`config.mk`:
```
export PLATFORM = sky130hd
export DESIGN_NAME = reg_write_arbiter_flat
export DESIGN_NICKNAME = d
export VERILOG_FILES = /design/src/rtl/reg_write_arbiter_if.sv /design/src/rtl/reg_write_arbiter.sv /design/src/flat_wrapper.sv
export SDC_FILE = /design/constraint.sdc
export NUM_CORES = 1
export LEC_CHECK = 0
export CAP_MARGIN = 30
export CORE_MARGIN = 2
export CORE_UTILIZATION = 35
export CTS_CLUSTER_DIAMETER = 120
export DETAILED_ROUTE_END_ITERATION = 6
export PLACE_DENSITY = 0.88
export SLEW_MARGIN = 15
export SYNTH_ARGS = -nofsm -noshare
export SYNTH_HDL_FRONTEND = slang
export SYNTH_SLANG_ARGS = --single-unit
```
`constraint.sdc`:
```
create_clock -name clk -period 1.5 [get_ports clk]
set_input_delay 0.15 -clock clk [delete_from_list [all_inputs] [get_ports clk]]
set_output_delay 0.15 -clock clk [all_outputs]
set_load 0.02 [all_outputs]
```
`src/rtl/reg_write_arbiter_if.sv`:
```
// reg_write_arbiter_if: requester-side handshake and shared register view for reg_write_arbiter
interface reg_write_arbiter_if #(
    parameter int p_nreqs = 4,
    parameter int p_nbits = 8
);
    localparam int ow = $clog2(p_nreqs);
    logic                       hold;
    logic [p_nreqs-1:0]         req_val;
    logic [p_nreqs-1:0]         req_rdy;
    logic [p_nreqs*p_nbits-1:0] req_msg;
    logic [p_nbits-1:0]         q;
    logic [ow-1:0]              q_owner;
    logic                       q_updated;
    modport master (output hold, req_val, req_msg, input req_rdy, q, q_owner, q_updated);
    modport slave (input hold, req_val, req_msg, output req_rdy, q, q_owner, q_updated);
endinterface

```
`src/rtl/reg_write_arbiter.sv`:
```
// reg_write_arbiter: round-robin val/rdy arbiter sharing one register among p_nreqs writers
module reg_write_arbiter #(
    parameter int                 p_nreqs       = 4,
    parameter int                 p_nbits       = 8,
    parameter logic [p_nbits-1:0] p_reset_value = '0
) (
    input logic                clk,
    input logic                reset,
    reg_write_arbiter_if.slave bus
);
    localparam int ow = $clog2(p_nreqs);
    logic [ow-1:0]      ptr, winner, idx, q_owner;
    logic [p_nbits-1:0] q;
    logic               found, xfer, q_updated;
    // Scan from ptr upward; iterating backwards lets the smallest offset win last
    always_comb begin
        winner = '0;
        found  = 1'b0;
        idx    = '0;
        for (int k = p_nreqs - 1; k >= 0; k--) begin
            idx = ow'((int'(ptr) + k) % p_nreqs);
            if (bus.req_val[idx]) begin
                winner = idx;
                found  = 1'b1;
            end
        end
    end
    assign xfer          = found && !bus.hold && !reset;
    assign bus.req_rdy   = xfer ? p_nreqs'(1) << winner : '0;
    assign bus.q         = q;
    assign bus.q_owner   = q_owner;
    assign bus.q_updated = q_updated;
    // Register write on transfer; pointer moves just past the winner
    always_ff @(posedge clk or posedge reset) begin
        if (reset) begin
            q         <= p_reset_value;
            q_owner   <= '0;
            q_updated <= 1'b0;
            ptr       <= '0;
        end else if (xfer) begin
            q         <= bus.req_msg[winner*p_nbits +: p_nbits];
            q_owner   <= winner;
            q_updated <= 1'b1;
            ptr       <= (winner == ow'(p_nreqs - 1)) ? '0 : winner + 1'b1;
        end else begin
            q_updated <= 1'b0;
        end
    end
    assert property (@(posedge clk) disable iff (reset) !$isunknown({bus.req_val, bus.hold}));
endmodule

```
`src/flat_wrapper.sv`:
```
// flat-port wrapper written by rule: the top's interface ports become plain ports
module reg_write_arbiter_flat 
#(
    parameter int                 p_nreqs       = 4,
    parameter int                 p_nbits       = 8,
    parameter logic [p_nbits-1:0] p_reset_value = '0
)
  (clk, reset, bus_hold, bus_req_val, bus_req_msg, bus_req_rdy, bus_q, bus_q_owner, bus_q_updated);
  reg_write_arbiter_if #(.p_nreqs(p_nreqs), .p_nbits(p_nbits)) bus_i ();
  input logic clk;
  input logic reset;
  input wire logic [$bits(bus_i.hold)-1:0] bus_hold;
  input wire logic [$bits(bus_i.req_val)-1:0] bus_req_val;
  input wire logic [$bits(bus_i.req_msg)-1:0] bus_req_msg;
  output wire logic [$bits(bus_i.req_rdy)-1:0] bus_req_rdy;
  output wire logic [$bits(bus_i.q)-1:0] bus_q;
  output wire logic [$bits(bus_i.q_owner)-1:0] bus_q_owner;
  output wire logic [$bits(bus_i.q_updated)-1:0] bus_q_updated;
  assign bus_i.hold = bus_hold;
  assign bus_i.req_val = bus_req_val;
  assign bus_i.req_msg = bus_req_msg;
  assign bus_req_rdy = bus_i.req_rdy;
  assign bus_q = bus_i.q;
  assign bus_q_owner = bus_i.q_owner;
  assign bus_q_updated = bus_i.q_updated;
  reg_write_arbiter #(.p_nreqs(p_nreqs), .p_nbits(p_nbits), .p_reset_value(p_reset_value)) u_core (.clk(clk), .reset(reset), .bus(bus_i));
endmodule
```
# Word-level counts from Yosys, hierarchy flattened
# Index checks and enable logic that the tools add are counted.
[classes]
n_reduce_logical = 4
n_shift = 2
n_mux = 19
order_cmp = 4
eq_ne = 1
addsub = 4
[op_table]
columns = ["op", "n"]
rows = [
  ["variable part select 32 x 6 -> 8 bit", 1],
  ["< comparator 2 x 3 -> 1 bit (second input constant)", 4],
  ["two-way mux 2 bit", 5],
  ["two-way mux 1 bit", 9],
  ["binary-select mux 1 bit (select 2 bit)", 4],
  ["adder 2 x 1 -> 2 bit (second input constant)", 2],
  ["adder 2 bit (second input constant)", 2],
  ["two-way mux 4 bit", 1],
  ["<< shifter 1 x 2 -> 4 bit (first input constant)", 1],
  ["== test 2 bit (second input constant)", 1],
  ["logical AND 1 bit", 2],
  ["zero test 1 bit", 2],
]
[totals]
output_inout_bits = 15
reg_bits = 13
input_bits = 39

# Depth between registers and ports, before layout
[logic_depth]
word_depth = 10
ltp_mapped = 7
ltp_nobuf = 6

# Worst setup path after synthesis
# Ideal clock, no wire load.
[synth_timing]
path_type = "register -> output"
start = "register u_core.ptr[1]"
end = "output bus_req_rdy[1]"
stages_incl_launch_ff = 6
required_time_ns = 1.350
arrival_time_ns = 1.758
n_path_buf = 1
path_slack_ns = -0.408
cell_sequence = "dfrtp_1 -> mux2i_1 -> nor2_2 -> nor3_4 -> buf_6 -> nor3b_1"
[synth_between]
elab_chain_cells = 10
word_cells_on_any_way = 23
[synth_lines]
columns = ["item", "line_no", "text"]
rows = [
  ["start: declaration", "reg_write_arbiter.sv:12", "logic [ow-1:0] ptr, winner, idx, q_owner;"],
  ["start signal: assignment", "reg_write_arbiter.sv:44", "ptr <= (winner == ow'(p_nreqs - 1)) ? '0 : winner + 1'b1;"],
  ["adder 2 bit", "reg_write_arbiter.sv:21", "idx = ow'((int'(ptr) + k) % p_nreqs);"],
  ["binary-select mux 1 bit (select 2 bit)", "reg_write_arbiter.sv:22", "if (bus.req_val[idx]) begin"],
  ["two-way mux 1 bit (implied by the code)", "reg_write_arbiter.sv:22", ""],
  ["two-way mux 1 bit (4 in series)", "reg_write_arbiter.sv:22", ""],
  ["logical AND 1 bit (2 in series)", "reg_write_arbiter.sv:28", "assign xfer = found && !bus.hold && !reset;"],
  ["two-way mux 4 bit (*)", "reg_write_arbiter.sv:29", "assign bus.req_rdy = xfer ? p_nreqs'(1) << winner : '0;"],
  ["end: declaration", "flat_wrapper.sv:15", "output wire logic [$bits(bus_i.req_rdy)-1:0] bus_req_rdy;"],
]
# Mark *: on every way between the ends. The rest lies on a longest branch, timed or not. The select of a mux whose other input is x is not followed.

# Final worst setup path
[layout_timing]
start = "register u_core.ptr[0]"
end = "output bus_req_rdy[3]"
# Same word-level chain as after synthesis.

==> summary.txt <==
Yosys top cell area share - 33.1%
count of final setup violators - 13
final worst clock skew - 0.00497 ns
Synth Area in Compound Gates - 28.0%
Max Fclk - 0.531 GHz
global-route wire length before repair - 5.21 mm
standby leakage power - 0.809 nW
vias in the first global route - 1,192
Placement Setup Slack - -0.885 ns
Synth Register Bits - 13
Power Total - 2.48 mW
ys flop type - dfrtp_1
Switch Pwr - 977 uW
Fin. Hold Viols - 0
Seq/Total Area, Yosys - 33.1%
gr ovfl total - 0
CP Class - reg2out
Row Count - 19
RePlAce Congestion - 0.847
Worst-Skew Late Latency - 0.28 ns
slew margin rel. - 68.2%
number of synthesized flops with an enable pin - 0
Unique masters post-synth - 32
area of the core - 2710 um2
final WL - 3.26 mm
clk root buf - clkbuf_4
crit-path max FO - 5
routed len/inst - 15.7 um
fin crit period - 1.88 ns
Hold WC Path Type - in2async
Area growth syn-to-layout - 96.9%
via count - 1,114
cell count after synthesis - 101
Max H-tree Level - 1
Critical Path AT - 1.73 ns
post-DP HPWL - 2.57 mm
clock power share - 8.7%
async set-or-reset flop fraction in the synthesized netlist - 100%
maximum vdd drop - 733 uV
largest net degree at the start of global routing - 14
Pint - 1.51 mW
initial antenna violation count - 0
PortBufs - 53
chip height - 57.0 um
GRT Total Usage - 20.4%
timing startpoint of the critical path - u_core.ptr[0]
Clock transition at path regs - 0.08 ns
YS warnings - 0
synthesized cell area - 983 um2
measured slew at the worst slew-check pin - 0.477 ns
Worst Path Required - 1.35 ns
antenna fix cells - 0
drt first-iter violations - 11
outcome - finished, violations left
number of nets with antenna violations after routing - 0
Design Area, Final - 1940 um2
Post-route DRC - 0
CTS tree - built
vias per std cell - 5.36
power share of the combinational group - 67.1%
Net Count, Synth - 141
leading area contributor after synthesis - dfrtp_1
Synth area leaders - dfrtp_1 33%, mux2i_1 9.2%, and4_1 7.1%
Pre-antenna DRT Iters - 4
Mean Syn Cell Area - 9.74 um2
# IOs - 54
Chip Width - 57.0 um
CTS buffer count - 3
crit path capture type - primary output
post-synthesis adder-cell area fraction - 1.27%
Clock Path Buffers - 2
setup ws final - -0.382 ns
reg2reg start - u_core.ptr[1]
Slew Limit Fails - 0
xor-xnor portion of the synthesized cell area - 0%
largest family of logic cells by synthesized area - compound AO/OA/AOI/OAI gates
failing checks - negative setup slack
unrepaired setup endpoints after global routing - yes
Sw Share - 39.4%
Hold WS - 0.211 ns
Area after DPL - 1740 um2
# nets final - 218
Max Cap Viol - 0
commonest cells in the synthesized netlist - 13 x dfrtp_1, 13 x nand2_1, 9 x mux2i_1
sequential power share - 24.2%
CP Launch Type - flop
period utilization - 125%
share of cells above drive strength 1 - 35.6%
CTS sink cnt - 13
Post-Synth Simple-Gate Area - 22.6%
Initial Util - 36.3%
mux cell area share after synthesis - 10.3%
Hold Buf Count CTS - 0
Pwr per Cell Area - 1280 nW/um2
Die Footprint - 3250 um2
-- final cells by class --
type	instances	area [um2]
Timing Repair Buffer	79	773
Fill cell	194	773
Multi-Input combinational cell	78	761
Sequential cell	13	327
Tap cell	31	38.8
Clock buffer	4	26.3
Inverter	3	11.3
-- kinds of logic after synthesis --
kind of cell / after synthesis
DFF: 13
and+or+nand+nor: 36
buffers and inverters: 10
muxes: 10
AOI/OAI and AO/OA: 31
adders and majority gates: 1
-- stage by stage --
step / util (%) / cells / TNS [ns]
after global routing: 71.5 / 208 / -4.25
after CTS: 68.9 / 208 / -3.15
after detailed placement: 64.1 / 199 / -8.97
after floorplan: - / 101 / -1.11
final: 71.5 / 208 / -3.00
after global placement: 64.1 / 199 / -7.58
-- layer usage --
layer	GRT usage, %	vias up	share of wire [%]
li1	-	539	-
met4	5.98	0	0.68
met2	37.8	47	52
met1	23.3	526	41
met3	4.31	2	6.1
met5	0	-	0
-- what timing repair did --
item,CTS,global route
resized for setup,44,16
setup endpoints to repair,16,16
buffers inserted,5,2
pin swaps,5,6
-- registers in the layout, indices dropped and copies added (netlist names) --
name,count
u_core.bus.q,8
u_core.ptr,2
u_core.bus.q_updated,1
u_core.bus.q_owner,2
-- power by group through the flow --
stage | registers (mW) | clock network [mW] | logic (mW)
4_1_cts | 0.592 | 0.219 | 1.56
5_1_grt | 0.615 | 0.233 | 1.77
6_report | 0.602 | 0.215 | 1.67
3_3_place_gp | 0.582 | 0 | 1.33
2_1_floorplan | 0.715 | 0 | 0.636
3_5_place_dp | 0.591 | 0 | 1.38
-- critical path, cell delays in order (launching register included) --
cell and delay [ns]:
dfrtp_1 0.44, inv_1 0.09, a221o_1 0.34, and2_4 0.18
ha_4 0.16, and2_4 0.13, buf_6 0.12
-- cells in the final DEF, fill, tap and decap left out, types with 4 or more instances in the layout --
master / instances
and4_1: 8
buf_6: 10
dfrtp_1: 12
clkdlybuf4s50_1: 45
o311ai_2: 4
o21ai_1: 7
nand2_1: 11
o311ai_1: 4
buf_4: 18
o31a_1: 8
-- final timing paths --
| check | end | slack [ns] | depth (start not counted) |
|---|---|---|---|
| max | bus_req_rdy[3] | -0.38 | 6 |
| min | u_core.bus.q_owner[0] | 0.21 | 2 |
| max reg2reg | u_core.bus.q[7] | -0.21 | 7 |
| min reg2reg | u_core.bus.q_owner[1] | 0.49 | 1 |
| max in group asynchronous | u_core.ptr[1] | 0.94 | 2 |
| min in group clk | u_core.bus.q_owner[1] | 0.49 | 1 |
Note: power is estimated with default switching activity, not from simulation.
